==> src/rtl/cube_pkg.sv <==
// cube_pkg
// Shared definitions for the cube move sequencer slice.
//   - face codes (U,L,F,R,B,D = 0..5) and quarter-turn rotation codes
//   - sequencer FSM states
//   - SOLVED_CUBE: 54 stickers x 3 bits, sticker i holds colour i/9
//   - inv_rot(): rotation that cancels a given rotation, (4-r)&3
//   - face_legal(): faces 6 and 7 are treated as no-op moves
package cube_pkg;

    localparam int CUBE_W = 162;

    typedef enum logic [2:0] {
        FACE_U = 3'd0,
        FACE_L = 3'd1,
        FACE_F = 3'd2,
        FACE_R = 3'd3,
        FACE_B = 3'd4,
        FACE_D = 3'd5
    } face_t;

    typedef enum logic [1:0] {
        ROT_NONE = 2'd0,
        ROT_CW   = 2'd1,
        ROT_DBL  = 2'd2,
        ROT_CCW  = 2'd3
    } rot_t;

    typedef enum logic [1:0] {
        ST_INIT,
        ST_IDLE,
        ST_APPLY,
        ST_CHECK
    } state_t;

    // One history entry: the manual move exactly as it was applied.
    typedef struct packed {
        logic [2:0] face;
        logic [1:0] rot;
    } hist_entry_t;

    // Face 5 occupies the top 27 bits, face 0 the bottom 27 bits.
    localparam logic [CUBE_W-1:0] SOLVED_CUBE = {
        {9{3'd5}}, {9{3'd4}}, {9{3'd3}}, {9{3'd2}}, {9{3'd1}}, {9{3'd0}}
    };

    // Two-bit subtraction from zero wraps to (4-r)&3.
    function automatic logic [1:0] inv_rot(input logic [1:0] r);
        return 2'd0 - r;
    endfunction

    function automatic logic face_legal(input logic [2:0] f);
        return f <= FACE_D;
    endfunction

endpackage

==> src/rtl/cube_move_sequencer_if.sv <==
// cube_move_sequencer_if
// Bundles the request handshakes, the external move-engine link and the
// status outputs of the cube move sequencer.
//   master : front-end / engine side (drives valids, move fields, eng_next)
//   slave  : the sequencer (drives readies, engine operands, cube state, status)
// Signals:
//   init/undo/scr/man _valid, _ready : request handshakes
//   scr_face/scr_rot, man_face/man_rot : move operands
//   eng_face, eng_rot, eng_next        : external combinational move engine
//   cube_state, solved, move_count, hist_depth, undo_empty, busy : status
interface cube_move_sequencer_if
    import cube_pkg::*;
#(
    parameter int HIST_DEPTH = 64
) ();

    localparam int DEPTH_W = $clog2(HIST_DEPTH) + 1;

    logic               init_valid;
    logic               init_ready;
    logic               undo_valid;
    logic               undo_ready;
    logic               scr_valid;
    logic [2:0]         scr_face;
    logic [1:0]         scr_rot;
    logic               scr_ready;
    logic               man_valid;
    logic [2:0]         man_face;
    logic [1:0]         man_rot;
    logic               man_ready;
    logic [5:0]         eng_face;
    logic [2:0]         eng_rot;
    logic [CUBE_W-1:0]  eng_next;
    logic [CUBE_W-1:0]  cube_state;
    logic               solved;
    logic [9:0]         move_count;
    logic [DEPTH_W-1:0] hist_depth;
    logic               undo_empty;
    logic               busy;

    modport master (
        output init_valid, undo_valid, scr_valid, scr_face, scr_rot,
               man_valid, man_face, man_rot, eng_next,
        input  init_ready, undo_ready, scr_ready, man_ready, eng_face, eng_rot,
               cube_state, solved, move_count, hist_depth, undo_empty, busy
    );

    modport slave (
        input  init_valid, undo_valid, scr_valid, scr_face, scr_rot,
               man_valid, man_face, man_rot, eng_next,
        output init_ready, undo_ready, scr_ready, man_ready, eng_face, eng_rot,
               cube_state, solved, move_count, hist_depth, undo_empty, busy
    );

endinterface

==> src/rtl/move_hist_lifo.sv <==
// move_hist_lifo
// Circular LIFO of manual moves. Pushing into a full stack overwrites the
// oldest entry, so the stack always holds the most recent DEPTH moves.
// Ports:
//   clk, rst   : clock, asynchronous active-low reset
//   push, pop  : push_data onto / remove top entry (pop ignored when empty)
//   clear      : discard all entries (wins over push and pop)
//   push_data  : entry to store
//   top_data   : most recently pushed entry still held (valid when depth>0)
//   depth      : number of valid entries, 0..DEPTH
module move_hist_lifo #(
    parameter int DEPTH = 64,
    parameter int WIDTH = 5
) (
    input  logic                     clk,
    input  logic                     rst,
    input  logic                     push,
    input  logic                     pop,
    input  logic                     clear,
    input  logic [WIDTH-1:0]         push_data,
    output logic [WIDTH-1:0]         top_data,
    output logic [$clog2(DEPTH):0]   depth
);

    localparam int AW = $clog2(DEPTH);
    localparam int CW = AW + 1;

    logic [WIDTH-1:0] mem [DEPTH];
    logic [AW-1:0]    wr_ptr;
    logic [AW-1:0]    top_ptr;
    logic [CW-1:0]    count;

    // Storage has no reset; only entries below the count are ever read.
    always_ff @(posedge clk) begin
        if (push && !clear) begin
            mem[wr_ptr] <= push_data;
        end
    end

    // The write pointer wraps freely (DEPTH is a power of two), which is what
    // turns a push on a full stack into an overwrite of the oldest entry.
    always_ff @(posedge clk or negedge rst) begin
        if (!rst) begin
            wr_ptr <= '0;
            count  <= '0;
        end else if (clear) begin
            wr_ptr <= '0;
            count  <= '0;
        end else if (push) begin
            wr_ptr <= wr_ptr + AW'(1);
            if (count != CW'(DEPTH)) begin
                count <= count + CW'(1);
            end
        end else if (pop && count != '0) begin
            wr_ptr <= wr_ptr - AW'(1);
            count  <= count - CW'(1);
        end
    end

    assign top_ptr  = wr_ptr - AW'(1);
    assign top_data = mem[top_ptr];
    assign depth    = count;

endmodule

==> src/rtl/cube_move_sequencer.sv <==
// cube_move_sequencer
// Owns the committed cube state and arbitrates init, undo, scramble and
// manual move requests (fixed priority init > undo > scr > man). Each granted
// move goes through the external combinational move engine for one APPLY
// cycle, then solved is re-evaluated in CHECK. Manual moves are kept in a
// history stack so undo can apply the inverse move.
// Ports:
//   clk  : system clock
//   rst  : asynchronous active-low reset
//   bus  : cube_move_sequencer_if.slave (handshakes, engine link, status)
module cube_move_sequencer
    import cube_pkg::*;
#(
    parameter int HIST_DEPTH = 64,
    parameter int MAX_COUNT  = 999
) (
    input  logic                   clk,
    input  logic                   rst,
    cube_move_sequencer_if.slave   bus
);

    localparam int          DEPTH_W   = $clog2(HIST_DEPTH) + 1;
    localparam logic [9:0]  COUNT_MAX = 10'(MAX_COUNT);

    state_t             state;
    state_t             state_nxt;
    logic [2:0]         op_face;
    logic [2:0]         op_face_nxt;
    logic [1:0]         op_rot;
    logic [1:0]         op_rot_nxt;
    logic               grant_init;
    logic               grant_undo;
    logic               grant_scr;
    logic               grant_man;
    logic               lifo_push;
    logic               lifo_pop;
    logic               lifo_clear;
    hist_entry_t        lifo_top;
    logic [4:0]         lifo_top_bits;
    logic [DEPTH_W-1:0] depth;
    logic [5:0]         eng_face;
    logic [2:0]         eng_rot;
    logic [CUBE_W-1:0]  cube;
    logic               solved;
    logic [9:0]         move_count;
    logic               undo_empty;
    logic               man_real;

    move_hist_lifo #(
        .DEPTH (HIST_DEPTH),
        .WIDTH (5)
    ) u_hist (
        .clk       (clk),
        .rst       (rst),
        .push      (lifo_push),
        .pop       (lifo_pop),
        .clear     (lifo_clear),
        .push_data ({bus.man_face, bus.man_rot}),
        .top_data  (lifo_top_bits),
        .depth     (depth)
    );

    assign lifo_top = hist_entry_t'(lifo_top_bits);

    // A manual move only counts and enters history when it actually turns
    // a real face.
    assign man_real = face_legal(bus.man_face) && (bus.man_rot != ROT_NONE);

    // State register; reset restarts the sequencer in INIT, aborting any op.
    always_ff @(posedge clk or negedge rst) begin
        if (!rst) begin
            state <= ST_INIT;
        end else begin
            state <= state_nxt;
        end
    end

    // Next state, arbitration and per-state controls. Readies depend only on
    // the valids and the state, never on eng_next. Illegal faces and empty
    // undos still walk APPLY/CHECK, but with rotation 0 so the engine returns
    // the cube unchanged.
    always_comb begin
        state_nxt   = state;
        op_face_nxt = op_face;
        op_rot_nxt  = op_rot;
        grant_init  = 1'b0;
        grant_undo  = 1'b0;
        grant_scr   = 1'b0;
        grant_man   = 1'b0;
        lifo_push   = 1'b0;
        lifo_pop    = 1'b0;
        lifo_clear  = 1'b0;
        eng_face    = 6'd0;
        eng_rot     = 3'd0;
        case (state)
            ST_INIT: begin
                lifo_clear = 1'b1;
                state_nxt  = ST_CHECK;
            end
            ST_IDLE: begin
                if (bus.init_valid) begin
                    grant_init = 1'b1;
                    state_nxt  = ST_INIT;
                end else if (bus.undo_valid) begin
                    grant_undo = 1'b1;
                    state_nxt  = ST_APPLY;
                    if (depth != '0) begin
                        op_face_nxt = lifo_top.face;
                        op_rot_nxt  = inv_rot(lifo_top.rot);
                        lifo_pop    = 1'b1;
                    end else begin
                        op_face_nxt = FACE_U;
                        op_rot_nxt  = ROT_NONE;
                    end
                end else if (bus.scr_valid) begin
                    grant_scr   = 1'b1;
                    state_nxt   = ST_APPLY;
                    lifo_clear  = 1'b1;
                    op_face_nxt = bus.scr_face;
                    op_rot_nxt  = face_legal(bus.scr_face) ? bus.scr_rot : ROT_NONE;
                end else if (bus.man_valid) begin
                    grant_man   = 1'b1;
                    state_nxt   = ST_APPLY;
                    lifo_push   = man_real;
                    op_face_nxt = bus.man_face;
                    op_rot_nxt  = man_real ? bus.man_rot : ROT_NONE;
                end
            end
            ST_APPLY: begin
                eng_face  = {3'b000, op_face};
                eng_rot   = {1'b0, op_rot};
                state_nxt = ST_CHECK;
            end
            ST_CHECK: begin
                state_nxt = ST_IDLE;
            end
            default: begin
                state_nxt = ST_INIT;
            end
        endcase
    end

    // Datapath registers: latched op, committed cube, solved flag, net move
    // count and the one-cycle empty-undo pulse. Scramble resets the count
    // because scramble moves are never undoable.
    always_ff @(posedge clk or negedge rst) begin
        if (!rst) begin
            op_face    <= 3'd0;
            op_rot     <= 2'd0;
            cube       <= '0;
            solved     <= 1'b0;
            move_count <= 10'd0;
            undo_empty <= 1'b0;
        end else begin
            op_face    <= op_face_nxt;
            op_rot     <= op_rot_nxt;
            undo_empty <= grant_undo && (depth == '0);
            case (state)
                ST_INIT: begin
                    cube       <= SOLVED_CUBE;
                    move_count <= 10'd0;
                end
                ST_IDLE: begin
                    if (grant_scr) begin
                        move_count <= 10'd0;
                    end else if (lifo_push && move_count != COUNT_MAX) begin
                        move_count <= move_count + 10'd1;
                    end else if (lifo_pop && move_count != 10'd0) begin
                        move_count <= move_count - 10'd1;
                    end
                end
                ST_APPLY: begin
                    cube <= bus.eng_next;
                end
                ST_CHECK: begin
                    solved <= (cube == SOLVED_CUBE);
                end
                default: begin
                    cube <= cube;
                end
            endcase
        end
    end

    assign bus.init_ready = grant_init;
    assign bus.undo_ready = grant_undo;
    assign bus.scr_ready  = grant_scr;
    assign bus.man_ready  = grant_man;
    assign bus.eng_face   = eng_face;
    assign bus.eng_rot    = eng_rot;
    assign bus.cube_state = cube;
    assign bus.solved     = solved;
    assign bus.move_count = move_count;
    assign bus.hist_depth = depth;
    assign bus.undo_empty = undo_empty;
    assign bus.busy       = (state != ST_IDLE);

endmodule

==> src/flat_wrapper.sv <==
// flat-port wrapper written by rule: the top's interface ports become plain ports
module cube_move_sequencer_flat import cube_pkg::*;
#(
    parameter int HIST_DEPTH = 64,
    parameter int MAX_COUNT  = 999
)
  (clk, rst, bus_init_valid, bus_undo_valid, bus_scr_valid, bus_scr_face, bus_scr_rot, bus_man_valid, bus_man_face, bus_man_rot, bus_eng_next, bus_init_ready, bus_undo_ready, bus_scr_ready, bus_man_ready, bus_eng_face, bus_eng_rot, bus_cube_state, bus_solved, bus_move_count, bus_hist_depth, bus_undo_empty, bus_busy);
  cube_move_sequencer_if #(.HIST_DEPTH(HIST_DEPTH)) bus_i ();
  input  logic clk;
  input  logic rst;
  input wire logic [$bits(bus_i.init_valid)-1:0] bus_init_valid;
  input wire logic [$bits(bus_i.undo_valid)-1:0] bus_undo_valid;
  input wire logic [$bits(bus_i.scr_valid)-1:0] bus_scr_valid;
  input wire logic [$bits(bus_i.scr_face)-1:0] bus_scr_face;
  input wire logic [$bits(bus_i.scr_rot)-1:0] bus_scr_rot;
  input wire logic [$bits(bus_i.man_valid)-1:0] bus_man_valid;
  input wire logic [$bits(bus_i.man_face)-1:0] bus_man_face;
  input wire logic [$bits(bus_i.man_rot)-1:0] bus_man_rot;
  input wire logic [$bits(bus_i.eng_next)-1:0] bus_eng_next;
  output wire logic [$bits(bus_i.init_ready)-1:0] bus_init_ready;
  output wire logic [$bits(bus_i.undo_ready)-1:0] bus_undo_ready;
  output wire logic [$bits(bus_i.scr_ready)-1:0] bus_scr_ready;
  output wire logic [$bits(bus_i.man_ready)-1:0] bus_man_ready;
  output wire logic [$bits(bus_i.eng_face)-1:0] bus_eng_face;
  output wire logic [$bits(bus_i.eng_rot)-1:0] bus_eng_rot;
  output wire logic [$bits(bus_i.cube_state)-1:0] bus_cube_state;
  output wire logic [$bits(bus_i.solved)-1:0] bus_solved;
  output wire logic [$bits(bus_i.move_count)-1:0] bus_move_count;
  output wire logic [$bits(bus_i.hist_depth)-1:0] bus_hist_depth;
  output wire logic [$bits(bus_i.undo_empty)-1:0] bus_undo_empty;
  output wire logic [$bits(bus_i.busy)-1:0] bus_busy;
  assign bus_i.init_valid = bus_init_valid;
  assign bus_i.undo_valid = bus_undo_valid;
  assign bus_i.scr_valid = bus_scr_valid;
  assign bus_i.scr_face = bus_scr_face;
  assign bus_i.scr_rot = bus_scr_rot;
  assign bus_i.man_valid = bus_man_valid;
  assign bus_i.man_face = bus_man_face;
  assign bus_i.man_rot = bus_man_rot;
  assign bus_i.eng_next = bus_eng_next;
  assign bus_init_ready = bus_i.init_ready;
  assign bus_undo_ready = bus_i.undo_ready;
  assign bus_scr_ready = bus_i.scr_ready;
  assign bus_man_ready = bus_i.man_ready;
  assign bus_eng_face = bus_i.eng_face;
  assign bus_eng_rot = bus_i.eng_rot;
  assign bus_cube_state = bus_i.cube_state;
  assign bus_solved = bus_i.solved;
  assign bus_move_count = bus_i.move_count;
  assign bus_hist_depth = bus_i.hist_depth;
  assign bus_undo_empty = bus_i.undo_empty;
  assign bus_busy = bus_i.busy;
  cube_move_sequencer #(.HIST_DEPTH(HIST_DEPTH), .MAX_COUNT(MAX_COUNT)) u_core (.clk(clk), .rst(rst), .bus(bus_i));
endmodule
==> config.mk <==
export PLATFORM = sky130hd
export DESIGN_NAME = cube_move_sequencer_flat
export DESIGN_NICKNAME = d
export VERILOG_FILES = /design/src/rtl/cube_pkg.sv /design/src/rtl/cube_move_sequencer_if.sv /design/src/rtl/move_hist_lifo.sv /design/src/rtl/cube_move_sequencer.sv /design/src/flat_wrapper.sv
export SDC_FILE = /design/constraint.sdc
export NUM_CORES = 1
export LEC_CHECK = 0
export CAP_MARGIN = 30
export CORE_MARGIN = 1
export CORE_UTILIZATION = 39
export CTS_CLUSTER_SIZE = 14
export DETAILED_ROUTE_END_ITERATION = 12
export REMOVE_ABC_BUFFERS = 1
export SETUP_SLACK_MARGIN = 0.15
export SLEW_MARGIN = 20
export SYNTH_ARGS = -nofsm -noshare
export SYNTH_HDL_FRONTEND = slang
export SYNTH_SLANG_ARGS = --single-unit
==> constraint.sdc <==
create_clock -name clk -period 6.7 [get_ports clk]
set_input_delay 1.005 -clock clk [delete_from_list [all_inputs] [get_ports clk]]
set_output_delay 1.005 -clock clk [all_outputs]
set_load 0.005 [all_outputs]
==> Flow_metrics.wiki <==
{| class="wikitable"
! Metric !! Value
|-
| Result of the run || finished clean
|-
| Sequential share of the synthesized area || 68.62%
|-
| Dominant combinational cell family by area after synthesis || multiplexers
|-
| WS Path Type || flip-flop to flip-flop
|-
| Adder and majority gate portion of the synthesized area || 1.080%
|-
| Antenna Violating Nets Remaining || 0
|-
| Post-layout worst setup margin || 2034 ps
|-
| Syn-to-layout area delta || 29.68%
|-
| First-pass GRT wire length || 89480 µm
|-
| Total congestion overflow || 0
|-
| Worst hold margin || approximately 460 ps
|-
| Clock buffer count from CTS || between 50 and 60
|-
| Post-layout instance count excluding filler cells || 2476
|-
| Syn Inst Count || 1371
|-
| Standard cell area after detailed placement || 25420 µm²
|-
| Post-placement setup slack || 1609 ps
|-
| Fraction of layout cells with a size suffix above 1 || about an eighth
|-
| Count of cells resized by post-cts repair || 0
|-
| Post-synthesis area per instance || around 15 µm²
|-
| Utilization after layout || 51.60%
|-
| Share of synthesized cell area in and, or, nand and nor gates || 6.541%
|-
| Slew margin rel. || 34.80%
|-
| Final wirelength || 62820 µm
|-
| Number of iterations in the first detailed-routing pass || 5
|-
| Clock transition time at the flip-flop clock pins of the worst setup and hold paths || 60 ps
|-
| Final Slew Violations || 0
|-
| Total global routing track utilization || 22.41%
|-
| Accumulated negative setup slack || 0 ps
|-
| Number of buffer cells added on primary ports || 368
|-
| Maximum net fanout on the critical path || 84
|-
| Residual DRC || 0
|-
| Deepest clock path buffer count || 3
|-
| Number of cells after detailed placement || 2365
|-
| Final setup fails || 0
|-
| Worst-case clock skew || 19.02 ps
|-
| Total design power || 13.20 mW
|-
| Final hold vios || 0
|-
| Post-CTS Hold Fix Bufs || 0
|-
| IO Count || 373
|-
| Horizontal die dimension || 234.5 µm
|-
| Starting DRT DRC Count || 976
|-
| Final critical-path share of the clock period || 69.65%
|-
| Non-Filler Cell Area, Final || 27340 µm²
|-
| CTS H-Tree Depth || 2
|-
| Post-detail-place hpwl || 43860 µm
|-
| Total number of vias || 13360
|-
| Share of cell area taken by muxes after synthesis || 11.53%
|-
| Number of antenna violations at the first check in global routing || 14
|-
| Worst R2R Path Depth || 16
|-
| Data required time of the worst path || 7180 ps
|-
| Crit path DAT || 5150 ps
|-
| CTS tree || done
|-
| Main flop type after synthesis || sky130_fd_sc_hd__edfxtp_1
|-
| Site Rows || 84
|-
| Root Driver || sky130_fd_sc_hd__clkbuf_16
|-
| Count of max-cap constraint violations || 0
|-
| Total die area || 54980 µm²
|-
| Post-CTS Setup Bufs || 0
|-
| TritonCTS Sinks || 514
|-
| Power per cell area || slightly below 500 nW/µm²
|-
| Final min period || between 4000 and 5000 ps
|-
| Slew @ Worst Pin || 969.0 ps
|-
| Yosys cell types || 60
|-
| Yosys synthesis warning count || 0
|-
| Endpoint type of the worst setup path || flip-flop
|-
| Maximum number of pins on one net before global-route repair || 87
|-
| Floorplan core area || approximately 53000 µm²
|-
| Post-synthesis xor/xnor area fraction || less than 1%
|-
| Achievable Freq || roughly 210 MHz
|-
| Starting utilization of the core area || 39.79%
|-
| Mean number of vias per cell || 5.395
|-
| Worst hold-check path type || input pin to asynchronous set/reset pin
|-
| Complex-gate fraction of the synthesized area || 8.013%
|-
| Flip-flop and latch count after synthesis || around 510
|-
| Post-synthesis instance area || 21080 µm²
|-
| Post-synthesis async set-or-reset flop share || 37.74%
|-
| Routability congestion estimate from global placement || 0.8519
|-
| Post-DR wirelength/cell || 25.37 µm
|-
| Height of the chip || 234.5 µm
|-
| Reported leakage power || about 10 nW
|-
| Maximum vdd drop || 0.4519 mV
|-
| EDFF count, synth || 320
|-
| Post-layout net count || around 1900
|-
| Vias in the first global route || 13500
|-
| RSZ-0062 raised after global routing || false
|-
| Clk Latency, worst-skew pair || 600 ps
|-
| Critical path startpoint category || flip-flop
|}
sequential cells by signal, indices dropped and copies added, names as in the netlist:
name	cells
u_core.bus.undo_empty	1
u_core.op_face	3
u_core.u_hist.depth	7
u_core.u_hist.mem	320
u_core.bus.move_count	10
u_core.op_rot	2
u_core.state	2
u_core.u_hist.wr_ptr	6
u_core.bus.solved	1
u_core.bus.cube_state	162
power breakdown:
part	switching (mW)	internal (mW)
combinational	2.66	2.87
sequential	0.645	3.91
clock	1.24	1.87
layout by cell type (no fill, tap or decap), types with 11 or more instances in the layout:
cell type	netlist	routed
sky130_fd_sc_hd__clkdlybuf4s50_1	0	362
sky130_fd_sc_hd__edfxtp_1	320	320
sky130_fd_sc_hd__dfrtp_1	194	192
sky130_fd_sc_hd__nor2_1	152	152
sky130_fd_sc_hd__a22o_1	101	101
sky130_fd_sc_hd__mux4_2	93	93
sky130_fd_sc_hd__a21oi_1	82	82
sky130_fd_sc_hd__inv_1	76	76
sky130_fd_sc_hd__clkbuf_16	0	55
sky130_fd_sc_hd__nor4_1	37	37
sky130_fd_sc_hd__nand2_1	28	28
sky130_fd_sc_hd__mux2i_1	19	19
sky130_fd_sc_hd__buf_4	7	18
sky130_fd_sc_hd__ha_1	15	14
sky130_fd_sc_hd__nand4_1	13	13
sky130_fd_sc_hd__xnor2_1	12	12
sky130_fd_sc_hd__nand3_1	11	11
sky130_fd_sc_hd__o21ai_1	11	11
cells by family after synthesis:
logic type / after synthesis
compound gates: 240
fa+ha+maj: 17
mux: 125
buf+inv: 162
other cells: 1
simple gates: 290
xor+xnor: 22
flops: 514
synthesized netlist by cell type (2+ instances only):
| library cell | number | area, µm² |
|---|---|---|
| sky130_fd_sc_hd__a211oi_1 | 2 | 15.01 |
| sky130_fd_sc_hd__a21o_1 | 6 | 45.04 |
| sky130_fd_sc_hd__a21oi_1 | 82 | 410.4 |
| sky130_fd_sc_hd__a22o_1 | 101 | 884.6 |
| sky130_fd_sc_hd__a32oi_1 | 2 | 17.52 |
| sky130_fd_sc_hd__and2_1 | 7 | 43.79 |
| sky130_fd_sc_hd__and3_1 | 2 | 12.51 |
| sky130_fd_sc_hd__buf_1 | 9 | 33.78 |
| sky130_fd_sc_hd__buf_2 | 16 | 80.08 |
| sky130_fd_sc_hd__buf_4 | 7 | 52.55 |
| sky130_fd_sc_hd__buf_6 | 3 | 33.78 |
| sky130_fd_sc_hd__clkbuf_1 | 49 | 183.9 |
| sky130_fd_sc_hd__dfrtp_1 | 194 | 4855 |
| sky130_fd_sc_hd__edfxtp_1 | 320 | 9609 |
| sky130_fd_sc_hd__fa_1 | 2 | 40.04 |
| sky130_fd_sc_hd__ha_1 | 15 | 187.7 |
| sky130_fd_sc_hd__inv_1 | 76 | 285.3 |
| sky130_fd_sc_hd__inv_2 | 2 | 7.510 |
| sky130_fd_sc_hd__mux2_1 | 3 | 33.78 |
| sky130_fd_sc_hd__mux2_2 | 10 | 112.6 |
| sky130_fd_sc_hd__mux2i_1 | 19 | 190.2 |
| sky130_fd_sc_hd__mux4_2 | 93 | 2095 |
| sky130_fd_sc_hd__nand2_1 | 28 | 105.1 |
| sky130_fd_sc_hd__nand2b_1 | 5 | 31.28 |
| sky130_fd_sc_hd__nand3_1 | 11 | 55.05 |
| sky130_fd_sc_hd__nand3b_1 | 3 | 22.52 |
| sky130_fd_sc_hd__nand4_1 | 13 | 81.33 |
| sky130_fd_sc_hd__nor2_1 | 152 | 570.6 |
| sky130_fd_sc_hd__nor2b_1 | 5 | 31.28 |
| sky130_fd_sc_hd__nor3_1 | 5 | 25.02 |
| sky130_fd_sc_hd__nor3b_1 | 4 | 30.03 |
| sky130_fd_sc_hd__nor4_1 | 37 | 231.5 |
| sky130_fd_sc_hd__o21ai_0 | 10 | 50.05 |
| sky130_fd_sc_hd__o21ai_1 | 11 | 55.05 |
| sky130_fd_sc_hd__o21bai_1 | 4 | 30.03 |
| sky130_fd_sc_hd__o221ai_1 | 2 | 17.52 |
| sky130_fd_sc_hd__o22a_1 | 3 | 26.28 |
| sky130_fd_sc_hd__o22ai_1 | 6 | 37.54 |
| sky130_fd_sc_hd__o41ai_1 | 2 | 17.52 |
| sky130_fd_sc_hd__or3_1 | 2 | 12.51 |
| sky130_fd_sc_hd__or3b_2 | 2 | 17.52 |
| sky130_fd_sc_hd__or4_1 | 10 | 75.07 |
| sky130_fd_sc_hd__xnor2_1 | 12 | 105.1 |
| sky130_fd_sc_hd__xor2_1 | 8 | 70.07 |
metal layers:
layer	up-vias	track usage, %	wire (µm)
li1	5978	-	-
met1	6798	26.46	23770
met2	467	38.71	32120
met3	112	6.080	4917
met4	2	8.891	2006
met5	-	0	11
layout make-up:
| cell class | count | area, µm² |
|---|---|---|
| Timing Repair Buffer | 388 | 3830 |
| Clock buffer | 65 | 1474 |
| Inverter | 78 | 292.8 |
| Tap cell | 688 | 860.8 |
| Multi-Input combinational cell | 698 | 5991 |
| Fill cell | 4438 | 25640 |
| Clock inverter | 36 | 392.9 |
| Sequential cell | 514 | 14470 |
| Antenna cell | 9 | 22.52 |
worst max-delay path, stage by stage, from the launching register on:
cell and delay [ps]:
sky130_fd_sc_hd__dfrtp_4 1030, sky130_fd_sc_hd__and2b_1 300, sky130_fd_sc_hd__and4b_1 260, sky130_fd_sc_hd__o211ai_1 140, sky130_fd_sc_hd__buf_4 230, sky130_fd_sc_hd__inv_2 160
sky130_fd_sc_hd__o41ai_2 150, sky130_fd_sc_hd__buf_2 220, sky130_fd_sc_hd__ha_1 340, sky130_fd_sc_hd__a21oi_1 240, sky130_fd_sc_hd__o21bai_1 120, sky130_fd_sc_hd__a2111oi_0 560
sky130_fd_sc_hd__o21bai_1 150, sky130_fd_sc_hd__a21oi_1 210, sky130_fd_sc_hd__xnor2_1 160, sky130_fd_sc_hd__o21ai_1 80, sky130_fd_sc_hd__a22o_1 200
final timing paths:
path / endpoint / from / slack (ps)
max in group asynchronous: u_core.u_hist.wr_ptr[0] / rst / 5120
setup reg to reg: u_core.bus.move_count[9] / u_core.state[0] / 2030
min in group clk: u_core.op_face[0] / u_core.op_face[0] / 490
hold / removal: u_core.bus.cube_state[104] / rst / 460
hold reg to reg: u_core.op_face[0] / u_core.op_face[0] / 490
setup / recovery: u_core.bus.move_count[9] / u_core.state[0] / 2030
Power figures use the tool's default switching activity.
